### config.mk
export PLATFORM = sky130hd
export DESIGN_NAME = display_scan_ctrl_flat
export DESIGN_NICKNAME = d
export VERILOG_FILES = /design/src/rtl/display_scan_ctrl_if.sv /design/src/rtl/display_scan_ctrl.sv /design/src/flat_wrapper.sv
export SDC_FILE = /design/constraint.sdc
export NUM_CORES = 1
export LEC_CHECK = 0
export BUFFER_PORTS_ARGS = -buffer_cell sky130_fd_sc_hd__buf_2
export CORE_MARGIN = 5
export CORE_UTILIZATION = 30
export CTS_CLUSTER_DIAMETER = 100
export DETAILED_ROUTE_END_ITERATION = 6
export GPL_TIMING_DRIVEN = 0
export HOLD_SLACK_MARGIN = 0.06
export PLACE_DENSITY = 0.54
export SLEW_MARGIN = 20
export SYNTH_ARGS = -nofsm -noshare
export SYNTH_HDL_FRONTEND = slang
export SYNTH_SLANG_ARGS = --single-unit
### constraint.sdc
create_clock -name clk -period 3.3 [get_ports clk]
set_input_delay 0.33 -clock clk [delete_from_list [all_inputs] [get_ports clk]]
set_output_delay 0.33 -clock clk [all_outputs]
set_load 0.1 [all_outputs]
### src/rtl/display_scan_ctrl_if.sv
// Signal bundle between the scan controller and whatever drives it:
// scan controls in, display selects and decoder nibble out.
interface display_scan_ctrl_if;
    logic        run;
    logic [3:0]  digit_mask;
    logic [15:0] data_in;
    logic [3:0]  anode_n;
    logic [3:0]  nibble;
    logic [1:0]  digit_idx;
    logic        frame_done;

    modport master (
        output run, digit_mask, data_in,
        input  anode_n, nibble, digit_idx, frame_done
    );

    modport slave (
        input  run, digit_mask, data_in,
        output anode_n, nibble, digit_idx, frame_done
    );
endinterface

### src/rtl/display_scan_ctrl.sv
// Multiplexed 4-digit 7-segment scan scheduler: each enabled digit gets a
// blanked dead-time slot followed by a lit slot, with a pulse on every frame wrap.
module display_scan_ctrl #(
    parameter int CLK_DIV      = 50000,
    parameter int BLANK_CYCLES = 16
) (
    input logic               clk,
    input logic               reset,
    display_scan_ctrl_if.slave bus
);

    typedef enum logic [1:0] {IDLE, BLANK, SHOW} state_t;

    localparam int MAX_CNT = (CLK_DIV > BLANK_CYCLES) ? CLK_DIV : BLANK_CYCLES;
    localparam int CNT_W   = (MAX_CNT > 1) ? $clog2(MAX_CNT) : 1;
    localparam logic [CNT_W-1:0] SHOW_LAST  = CNT_W'(CLK_DIV - 1);
    localparam logic [CNT_W-1:0] BLANK_LAST = CNT_W'(BLANK_CYCLES - 1);

    state_t           r_state, w_state;
    logic [CNT_W-1:0] r_cnt, w_cnt;
    logic [1:0]       r_idx, w_idx;
    logic [3:0]       r_nibble, w_nibble;
    logic [3:0]       r_anode, w_anode;
    logic             r_frameDone, w_frameDone;
    logic [1:0]       w_startIdx, w_slotIdx;

    // Round-robin search starting just after cur; cur itself is tried last.
    function automatic logic [1:0] nextIdx(input logic [3:0] mask, input logic [1:0] cur);
        logic [1:0] result;
        logic [1:0] cand;
        logic       found;
        result = cur;
        found  = 1'b0;
        for (int k = 1; k <= 4; k++) begin
            cand = cur + 2'(k);
            if (!found && mask[cand]) begin
                result = cand;
                found  = 1'b1;
            end
        end
        return result;
    endfunction

    function automatic logic [3:0] selNibble(input logic [15:0] data, input logic [1:0] i);
        logic [3:0] result;
        case (i)
            2'd0:    result = data[3:0];
            2'd1:    result = data[7:4];
            2'd2:    result = data[11:8];
            default: result = data[15:12];
        endcase
        return result;
    endfunction

    always_comb begin
        w_state     = r_state;
        w_cnt       = r_cnt;
        w_idx       = r_idx;
        w_nibble    = r_nibble;
        w_anode     = 4'b1111;
        w_frameDone = 1'b0;
        // Searching after digit 3 yields the lowest set bit of the mask.
        w_startIdx  = nextIdx(bus.digit_mask, 2'd3);
        w_slotIdx   = nextIdx(bus.digit_mask, r_idx);

        case (r_state)
            IDLE: begin
                if (bus.run && bus.digit_mask != 4'b0000) begin
                    w_state  = BLANK;
                    w_idx    = w_startIdx;
                    w_nibble = selNibble(bus.data_in, w_startIdx);
                    w_cnt    = '0;
                end
            end
            BLANK: begin
                if (!bus.run) begin
                    w_state = IDLE;
                    w_cnt   = '0;
                end else if (r_cnt == BLANK_LAST) begin
                    w_state = SHOW;
                    w_cnt   = '0;
                    w_anode = ~(4'b0001 << r_idx);
                end else begin
                    w_cnt = r_cnt + 1'b1;
                end
            end
            SHOW: begin
                if (!bus.run) begin
                    w_state = IDLE;
                    w_cnt   = '0;
                end else if (r_cnt == SHOW_LAST) begin
                    w_cnt = '0;
                    if (bus.digit_mask == 4'b0000) begin
                        w_state = IDLE;
                    end else begin
                        w_state     = BLANK;
                        w_idx       = w_slotIdx;
                        w_nibble    = selNibble(bus.data_in, w_slotIdx);
                        // Not moving forward means the scan went round past digit 3.
                        w_frameDone = (w_slotIdx <= r_idx);
                    end
                end else begin
                    w_cnt   = r_cnt + 1'b1;
                    w_anode = r_anode;
                end
            end
            default: begin
                w_state = IDLE;
                w_cnt   = '0;
            end
        endcase
    end

    always_ff @(posedge clk or posedge reset) begin
        if (reset) begin
            r_state     <= IDLE;
            r_cnt       <= '0;
            r_idx       <= 2'd0;
            r_nibble    <= 4'h0;
            r_anode     <= 4'b1111;
            r_frameDone <= 1'b0;
        end else begin
            r_state     <= w_state;
            r_cnt       <= w_cnt;
            r_idx       <= w_idx;
            r_nibble    <= w_nibble;
            r_anode     <= w_anode;
            r_frameDone <= w_frameDone;
        end
    end

    assign bus.anode_n    = r_anode;
    assign bus.nibble     = r_nibble;
    assign bus.digit_idx  = r_idx;
    assign bus.frame_done = r_frameDone;

endmodule

### src/flat_wrapper.sv
// flat-port wrapper written by rule: the top's interface ports become plain ports
module display_scan_ctrl_flat 
#(
    parameter int CLK_DIV      = 50000,
    parameter int BLANK_CYCLES = 16
)
  (clk, reset, bus_run, bus_digit_mask, bus_data_in, bus_anode_n, bus_nibble, bus_digit_idx, bus_frame_done);
  display_scan_ctrl_if bus_i ();
  input logic clk;
  input logic reset;
  input wire logic [$bits(bus_i.run)-1:0] bus_run;
  input wire logic [$bits(bus_i.digit_mask)-1:0] bus_digit_mask;
  input wire logic [$bits(bus_i.data_in)-1:0] bus_data_in;
  output wire logic [$bits(bus_i.anode_n)-1:0] bus_anode_n;
  output wire logic [$bits(bus_i.nibble)-1:0] bus_nibble;
  output wire logic [$bits(bus_i.digit_idx)-1:0] bus_digit_idx;
  output wire logic [$bits(bus_i.frame_done)-1:0] bus_frame_done;
  assign bus_i.run = bus_run;
  assign bus_i.digit_mask = bus_digit_mask;
  assign bus_i.data_in = bus_data_in;
  assign bus_anode_n = bus_i.anode_n;
  assign bus_nibble = bus_i.nibble;
  assign bus_digit_idx = bus_i.digit_idx;
  assign bus_frame_done = bus_i.frame_done;
  display_scan_ctrl #(.CLK_DIV(CLK_DIV), .BLANK_CYCLES(BLANK_CYCLES)) u_core (.clk(clk), .reset(reset), .bus(bus_i));
endmodule
* Yosys cells after proc, flatten, opt, wreduce, memory -nomap -nowiden
Cells that the tools add are included.
Operators by class: $add $sub $neg 4, $mul 0, div/mod/pow operators 0, magnitude comparators 5, equal/unequal tests 14, shifts and indexed selects 1, muxes and demuxes 56, bitwise operators 1, reductions and logical operators 21
Operators with widths (number):
- $mux 16 | 5
- $pmux 16 s3 | 1
- $mux 2 | 17
- $mux 4 | 8
- $pmux 4 s3 | 2
- $add 16x1->16 const B | 1
- $eq 16x16->1 const B | 1
- $eq 16x4->1 const B | 1
- $pmux 4 s2 | 2
- $mux 1 | 15
- $lt 2x3->1 const B | 4
- $bmux 1 s2 | 4
- $logic_and 1x1->1 | 7
- $eq 2x1->1 const B | 3
- $eq 2x2->1 const B | 3
- $logic_not 1->1 | 6
- $logic_not 2->1 | 3
- $ne 3x2->1 const B | 2
- $pmux 2 s3 | 1
- $reduce_and 5->1 | 1
- $add 2x2->2 const B | 2
- $logic_not 4->1 | 1
- $ne 2x1->1 const B | 2
- $ne 2x2->1 const B | 2
- other kinds (8) | 8
Storage, ports and cells: bits in registers 29, latch bits 0, memory bits (writable) 0, bits in read-only memories 0, memories 0

* Logic depth before layout (Yosys ltp)
Gate-level depths: netlist of run 1.
word-level depth 19, mapped depth 13, depth with buffers taken out 12

* Worst setup path before layout of run 1
Ideal clock, no wire load.
kind register -> register, start point reg u_core.r_idx[0] (netlist: u_core.bus.digit_idx[0]), end point reg u_core.r_nibble[0] (netlist: u_core.bus.nibble[0]), arrival time 3.355 ns, required time 3.180 ns, setup slack -0.175 ns, cell stages (with the launch flop) 9, path buffers 1, clock period less this slack 3.475 ns, cell sequence dfrtp_1 buf_6 inv_1 ha_1 mux4_2 nor2_4 xnor2_4 mux4_2 a31o_1
On the way: longest elaborated chain between the ends 19, elaborated cells on any way between the ends 32, classes of those cells add/sub (3); eq/ne (2); mux (20); reduce/logical (7)
Ends and longest elaborated chain:
- start: declaration | line display_scan_ctrl.sv:21 | logic [1:0] r_idx, w_idx;
- start signal: assignment | line display_scan_ctrl.sv:125 | r_idx <= w_idx;
- $add 2x1->2 | line display_scan_ctrl.sv:35 | cand = cur + 2'(k);
- $bmux 1 s2 | line display_scan_ctrl.sv:36 | if (!found && mask[cand]) begin
- $mux 1 (not written as such) | line display_scan_ctrl.sv:36
- $mux 1 | line display_scan_ctrl.sv:36
- $logic_not 1->1 | line display_scan_ctrl.sv:36
- $logic_and 1x1->1 | line display_scan_ctrl.sv:36
- $mux 1 | line display_scan_ctrl.sv:36
- $logic_not 1->1 | line display_scan_ctrl.sv:36
- [... 3 more ...]
- $logic_and 1x1->1 | line display_scan_ctrl.sv:36
- $mux 2 * | line display_scan_ctrl.sv:36
- $eq 2x2->1, or another cell as far along | line display_scan_ctrl.sv:46 | case (i)
- $pmux 4 s3 * | line display_scan_ctrl.sv:46
- $mux 4 * | line display_scan_ctrl.sv:93 | if (bus.digit_mask == 4'b0000) begin
- $mux 4 * | line display_scan_ctrl.sv:91 | end else if (r_cnt == SHOW_LAST) begin
- $mux 4 * | line display_scan_ctrl.sv:88 | if (!bus.run) begin
- $pmux 4 s2 * | line display_scan_ctrl.sv:66 | case (r_state)
- end signal: assignment | line display_scan_ctrl.sv:126 | r_nibble <= w_nibble;
- end: declaration | line display_scan_ctrl.sv:22 | logic [3:0] r_nibble, w_nibble;
Every way passes the cells marked *; elsewhere a longest branch is shown, timed or not. The select of a mux whose other input is x is not followed. A chain may end at the register's enable or synchronous reset.

* Worst setup path in the final report of run 1
Same ends and word-level chain as after synthesis.

==> results of run 1 <==
==> placed cells by master, fill, tap and decap left out, types with 2 or more instances in the layout <==
master,instances
buf_2,35
nor2_1,28
dfrtp_1,23
nand2_1,21
mux2i_1,20
a21oi_1,11
xor2_1,11
ha_1,11
inv_1,10
o21ai_0,8
nand3_1,7
nor3_1,5
nand4_1,5
clkbuf_8,5
mux4_2,4
nor4_1,4
and3_1,4
dfstp_2,4
mux2_2,3
clkbuf_1,3
and2_1,3
o221ai_1,3
xnor2_1,3
clkinv_2,2
dfrtp_2,2
==> layer usage <==
layer	GRT usage, %	routed length, µm	vias up
li1	-	-	866
met3	2.90	190	8
met4	4.15	70	0
met1	15.3	2360	843
met5	0	0	-
met2	20.9	2390	34
==> power breakdown <==
group          total [mW]  internal, mW  switching, mW
Clock               0.294         0.145          0.149
Sequential          0.470         0.412         0.0584
Combinational        1.28         0.475          0.809
==> cell families after synthesis <==
family	Yosys count
DFF	29
buffers and inverters	18
muxes	27
adders and majority gates	11
and+or+nand+nor	85
AOI/OAI and AO/OA	35
xor gates and xnor gates	15
==> metrics by stage <==
| step | utilization [%] | total power [mW] |
|---|---|---|
| after floorplan | - | 1.53 |
| after global routing | 35.9 | 2.20 |
| after detailed placement | 34.7 | 1.77 |
| final | 35.9 | 2.05 |
| after CTS | 35.9 | 2.08 |
| after global placement | 34.7 | 1.76 |
==> how the worst max path moves through the flow <==
| stage | from | to | slack, ns | cells after the start |
|---|---|---|---|---|
| finish | u_core.bus.digit_idx[0]$_DFFE_PP0P_ | u_core.bus.nibble[0]$_DFFE_PP0P_ | 0.27 | 8 |
| global route | u_core.bus.digit_idx[0]$_DFFE_PP0P_ | u_core.bus.nibble[0]$_DFFE_PP0P_ | 0.16 | 8 |
| CTS | u_core.bus.digit_idx[0]$_DFFE_PP0P_ | u_core.bus.nibble[0]$_DFFE_PP0P_ | 0.25 | 8 |
| detailed placement | u_core.bus.digit_idx[0]$_DFFE_PP0P_ | u_core.bus.nibble[0]$_DFFE_PP0P_ | 0.27 | 8 |
| global placement | u_core.bus.digit_idx[0]$_DFFE_PP0P_ | u_core.bus.nibble[0]$_DFFE_PP0P_ | 0.27 | 8 |
| floorplan | u_core.bus.digit_idx[0]$_DFFE_PP0P_ | u_core.bus.nibble[0]$_DFFE_PP0P_ | 0.13 | 8 |
==> registers in the layout, indices dropped and copies added (netlist names) <==
| signal | count |
|---|---|
| u_core.bus.nibble | 4 |
| u_core.bus.frame_done | 1 |
| u_core.r_cnt | 16 |
| u_core.bus.anode_n | 4 |
| u_core.bus.digit_idx | 2 |
| u_core.r_state | 2 |
==> cell type report <==
cell class / count / area, µm² / area share, %
flip-flops and latches: 29 / 733 / 30.2
plain buffers: 7 / 40.0 / 1.65
multi-input cells: 173 / 1260 / 52.0
repair buffers: 33 / 165 / 6.80
well taps: 80 / 100 / 4.12
inverters: 11 / 41.3 / 1.70
clock buffers: 5 / 68.8 / 2.83
clock inverters: 3 / 17.5 / 0.721
==> worst reg2reg max path, stage by stage (launching register included) <==
cell and delay (ns):
dfrtp_2 0.41, buf_6 0.19, inv_1 0.10, ha_1 0.40, mux4_2 0.59, nor2_4 0.18, xnor2_4 0.22, mux4_2 0.60
a31o_1 0.23
==> Yosys cell counts (all sizes together), types with 2 or more instances <==
| library cell | number |
|---|---|
| a21oi | 12 |
| a31o | 2 |
| and2 | 4 |
| and3 | 4 |
| buf | 4 |
| clkbuf | 3 |
| dfrtp | 25 |
| dfstp | 4 |
| ha | 11 |
| inv | 11 |
| mux2 | 3 |
| mux2i | 20 |
| mux4 | 4 |
| nand2 | 21 |
| nand3 | 7 |
| nand4 | 5 |
| nor2 | 29 |
| nor3 | 5 |
| nor4 | 4 |
| o21ai | 8 |
| o221ai | 3 |
| o41ai | 2 |
| xnor2 | 4 |
| xor2 | 11 |
==> metrics, run 1 <==
final setup skew=0.00332 ns; Synth area leaders=dfrtp_1, mux2i_1, ha_1; worst r2r src=u_core.bus.digit_idx[0]$_DFFE_PP0P_; maximum fanout count along the critical path=9; worst reg2reg path depth=8; maximum number of pins on one net before global-route repair=30; DRC=0; area share of the leading cell type in the synthesized netlist=30.2%; count of final setup violators=0; simple logic cell fraction of the synthesized area=19.9%; Initial Utilization=30.7%; static leakage=1.09 nW; pre-CTS setup slack=0.268 ns; f_max=330 MHz; placed wire-length estimate=3830 µm; final antenna-violating net count=0; Max VDD drop=0.257 mV; predominant post-synthesis flop cell=dfrtp_1; DP Area=2340 µm²; Hold Fails Final Rpt=0; Synth Area in Compound Gates=11.5%; largest area contributor in the netlist=dfrtp_1; Pre-antenna DRT Iters=4; post-route worst setup slack=0.268 ns; dominant combinational cell family by area after synthesis=simple AND/OR/NAND/NOR gates; CTS buffer count=5; layout overhead on the synthesized area=17.1%; first-pass GRT wire length=8590 µm; cell row count=30; number of fill cells=712; Avg Vias per Cell=5.13; Placed Instances=333; starting DRC count in detailed routing=59; clock period minus final worst setup slack=3.03 ns; critical path class=reg2reg; io pins=34; Max Cap Viol=0; CTS tree=yes; pwr/cell area=844 nW/µm²; Port Buffer Count=33; worst-case hold slack=0.118 ns; synthesized area divided by synthesized cell count=9.43 µm²; run status=finished clean; source-to-sink clock delay at the later pin of the worst-skew pair=0.29 ns; asr flop ratio synth=100%; startpoint type of the worst setup path=flip-flop; Hold Buf Count CTS=0; routed wire length=5010 µm; total overflow reported by the global router=0; fraction of synthesized area in multiplexers=15.6%; Syn Inst Count=220; all-layer global routing usage=12.3%; via count of the first global-routing pass=1790; post-synthesis instance area=2070 µm²; ratio of cells with drive above 1 in the final layout=25.3%; maximum buffer depth of the clock tree=2; area inside the core boundary=6760 µm²; clk sinks=29; fraction of the yosys area taken by sequential cells=35.2%; number of synthesis warnings=0; routability congestion estimate from global placement=0.824; worst reg-to-reg setup slack=0.27 ns; # Post-CTS Setup Buffers=0; antenna cell count=0; deepest level of the CTS H-tree=2; antenna violations before repair=0; required time at the endpoint of the critical path=3.48 ns; die width=93.2 µm; total of flip-flops plus latches after synthesis=29; period utilisation layout=91.9%; Top cell by count, worst path=mux4_2; Largest delay share family, worst path=multiplexers; number of nets in the synthesized netlist=254; Hold Crit Class=in2async; CTS root buffer=clkbuf_8; max_slew headroom=49.0%; count of flip-flops with a built-in enable after synthesis=0; endpoint arrival time on the critical path=3.21 ns; height of the die=93.2 µm; RSZ-0062 raised after global routing=no; arithmetic-cell share of the synthesized area counting full adders, half adders and majority gates=6.63%; die area=8680 µm²; detailed-route wire length per cell=14.7 µm; slew of the pin with the lowest slew margin=0.757 ns; largest incremental delay on the critical path=0.59 ns; Resized cells post-CTS=0; total negative setup slack=0 ns; finished layout cell area=2430 µm²; buffering stage count on the worst path with inverters included=2; CP endpoint kind=flip-flop; post-synthesis share of cell area spent on xor and xnor gates=7.24%; via count=1751; endpoint of the worst-slack reg-to-reg timing path=u_core.bus.nibble[0]$_DFFE_PP0P_; clock transition time at the flip-flop clock pins of the worst setup and hold paths=0.07 ns; final standard cell count with taps included and fillers excluded=341; final net count=294; post-synthesis cell type count=46; cells along the critical path=buf_6 > inv_1 > ha_1 > mux4_2 > nor2_4 > xnor2_4 > mux4_2 > a31o_1; slowest cell on the critical path=mux4_2; final count of pins violating max slew=0
(Power assumes the default switching activity.)
==> run 2, diff against run 1 <==
- PLACE_DENSITY: 0.54 -> 0.48
==> metrics, run 2 (synthesis gave the netlist of run 1 again) <==
run status=finished clean; buffering stage count on the worst path with inverters included=2 (unchanged); CTS buffer count=5 (unchanged); die area=8680 µm² (unchanged); placed wire-length estimate=3730 µm (-2.5%); maximum number of pins on one net before global-route repair=30 (unchanged); area of the multi-input gates=1260 µm² (unchanged); combined flip-flop and latch cell area=733 µm² (unchanged); via count=1678 (-4.2%); met2 global-route usage=19.2% (-1.7 points); number of flip-flops in the largest register=16 (unchanged); global-route met1 utilization=16.8% (+1.5 points); maximum fanout count along the critical path=9 (unchanged); Largest delay share family, worst path=multiplexers; maximum buffer depth of the clock tree=2 (unchanged); Top cell by count, worst path=mux4_2; slowest cell on the critical path=mux4_2; routability congestion estimate from global placement=0.767 (-7.0%); f_max=336 MHz (+1.8%); all-layer global routing usage=12.2% (-0.11 points); pwr/cell area=866 nW/µm² (+2.6%); CTS tree=yes; CP endpoint kind=flip-flop; routed wire length=4950 µm (-1.1%); startpoint type of the worst setup path=flip-flop; Post-Route Utilization=36.4% (+0.44 points); most common library cell in the layout ignoring fill and taps=buf_2; required time at the endpoint of the critical path=3.47 ns (about the same); endpoint arrival time on the critical path=3.15 ns (-0.06 ns); cells along the critical path=buf_6 > inv_1 > ha_1 > mux4_2 > nor2_4 > xnor2_4 > mux4_2 > a31o_1; total overflow reported by the global router=0 (unchanged); total negative setup slack=0 ns (unchanged); Initial Utilization=30.7% (unchanged); Hold Buf Count CTS=0 (unchanged); Pre-antenna DRT Iters=4 (unchanged); Hold Fails Final Rpt=0 (unchanged); period utilisation layout=90.3% (-1.6 points); number of fill cells=715 (+0.42%); Avg Vias per Cell=4.92 (-4.2%); source-to-sink clock delay at the later pin of the worst-skew pair=0.28 ns (about the same); detailed-route wire length per cell=14.5 µm (-1.1%); RSZ-0062 raised after global routing=no; antenna violations before repair=0 (unchanged); starting DRC count in detailed routing=68 (+15%); Most Crowded Layer GR=met2; most frequent cells in the layout=buf_2, nor2_1, dfrtp_1, nand2_1, mux2i_1; Hold Crit Class=in2async; Resized cells post-CTS=0 (unchanged); layout overhead on the synthesized area=18.5%; DRC=0 (unchanged); area inside the core boundary=6760 µm² (unchanged); routing usage on met3=2.57% (-0.32 points); static leakage=1.10 nW (+1.3%); height of the die=93.2 µm (unchanged); clk sinks=29 (unchanged); Port Buffer Count=33 (unchanged); largest incremental delay on the critical path=0.59 ns (about the same); first-pass GRT wire length=8490 µm (-1.2%); final antenna-violating net count=0 (unchanged); clock period minus final worst setup slack=2.98 ns (-0.0523 ns); deepest level of the CTS H-tree=2 (unchanged); total power consumption of the routed design=2.13 mW (+3.9%); Max VDD drop=0.220 mV (-14%); max_slew headroom=51.6% (+2.6 points); count of final setup violators=0 (unchanged); DP Area=2340 µm² (unchanged); antenna cell count=0 (unchanged); via count of the first global-routing pass=1719 (-4.0%); clock transition time at the flip-flop clock pins of the worst setup and hold paths=0.07 ns (about the same); top register by number of flip-flops=u_core.r_cnt; critical path class=reg2reg; cell row count=30 (unchanged); final standard cell count with taps included and fillers excluded=341 (unchanged); Placed Instances=333 (unchanged); Max Cap Viol=0 (unchanged); io pins=34 (unchanged); finished layout cell area=2460 µm² (+1.2%); final net count=294 (unchanged); CTS root buffer=clkbuf_8; # Post-CTS Setup Buffers=0 (unchanged); ratio of cells with drive above 1 in the final layout=24.9% (-0.38 points); slew of the pin with the lowest slew margin=0.719 ns (-0.0380 ns); final setup skew=0.00816 ns (+0.00484 ns); final count of pins violating max slew=0 (unchanged); die width=93.2 µm (unchanged)
run 2: cell count changes in the layout (fill, tap and decap cells not counted), sizes merged:
cell      delta
clkinvlp     -1
clkinv       -2
bufinv       +1
clkbuf       +2
run 2: cell type report:
class	instances	area share (%)
Sequential cell	29	29.8
Buffer	7	1.63
Multi-Input combinational cell	173	51.3
Timing Repair Buffer	33	6.72
Clock inverter	1	1.22
Tap cell	80	4.07
Clock buffer	7	3.51
Inverter	11	1.68
run 2: per-layer routing:
layer | vias up | share of wire [%]
met2 | 21 | 45
met4 | 0 | 0.97
met3 | 4 | 3.0
li1 | 862 | -
met5 | - | 0
met1 | 791 | 51
run 2: report_power, final:
part	switching, mW	internal (mW)
Clock	0.141	0.246
Sequential	0.0548	0.412
Combinational	0.800	0.475
Total	0.996	1.13
run 2: stage by stage:
stage	hold WS, ns	worst slack (ns)
2_1_floorplan	0.405	0.128
3_3_place_gp	0.492	0.286
3_5_place_dp	0.467	0.287
4_1_cts	0.157	0.283
5_1_grt	0.204	0.150
6_report	0.125	0.320
run 2: worst paths after layout:
check	startpoint	to	slack [ns]	cells past startpoint
max	u_core.bus.digit_idx[0]$_DFFE_PP0P_	u_core.bus.nibble[0]$_DFFE_PP0P_	0.32	8
min	reset	u_core.r_cnt[6]$_DFFE_PP0P_	0.13	2
max reg2reg	u_core.bus.digit_idx[0]$_DFFE_PP0P_	u_core.bus.nibble[0]$_DFFE_PP0P_	0.32	8
min reg2reg	u_core.bus.nibble[1]$_DFFE_PP0P_	u_core.bus.nibble[1]$_DFFE_PP0P_	0.50	2
max in group asynchronous	reset	u_core.bus.digit_idx[0]$_DFFE_PP0P_	2.71	2
min in group clk	bus_data_in[9]	u_core.bus.nibble[1]$_DFFE_PP0P_	0.38	3
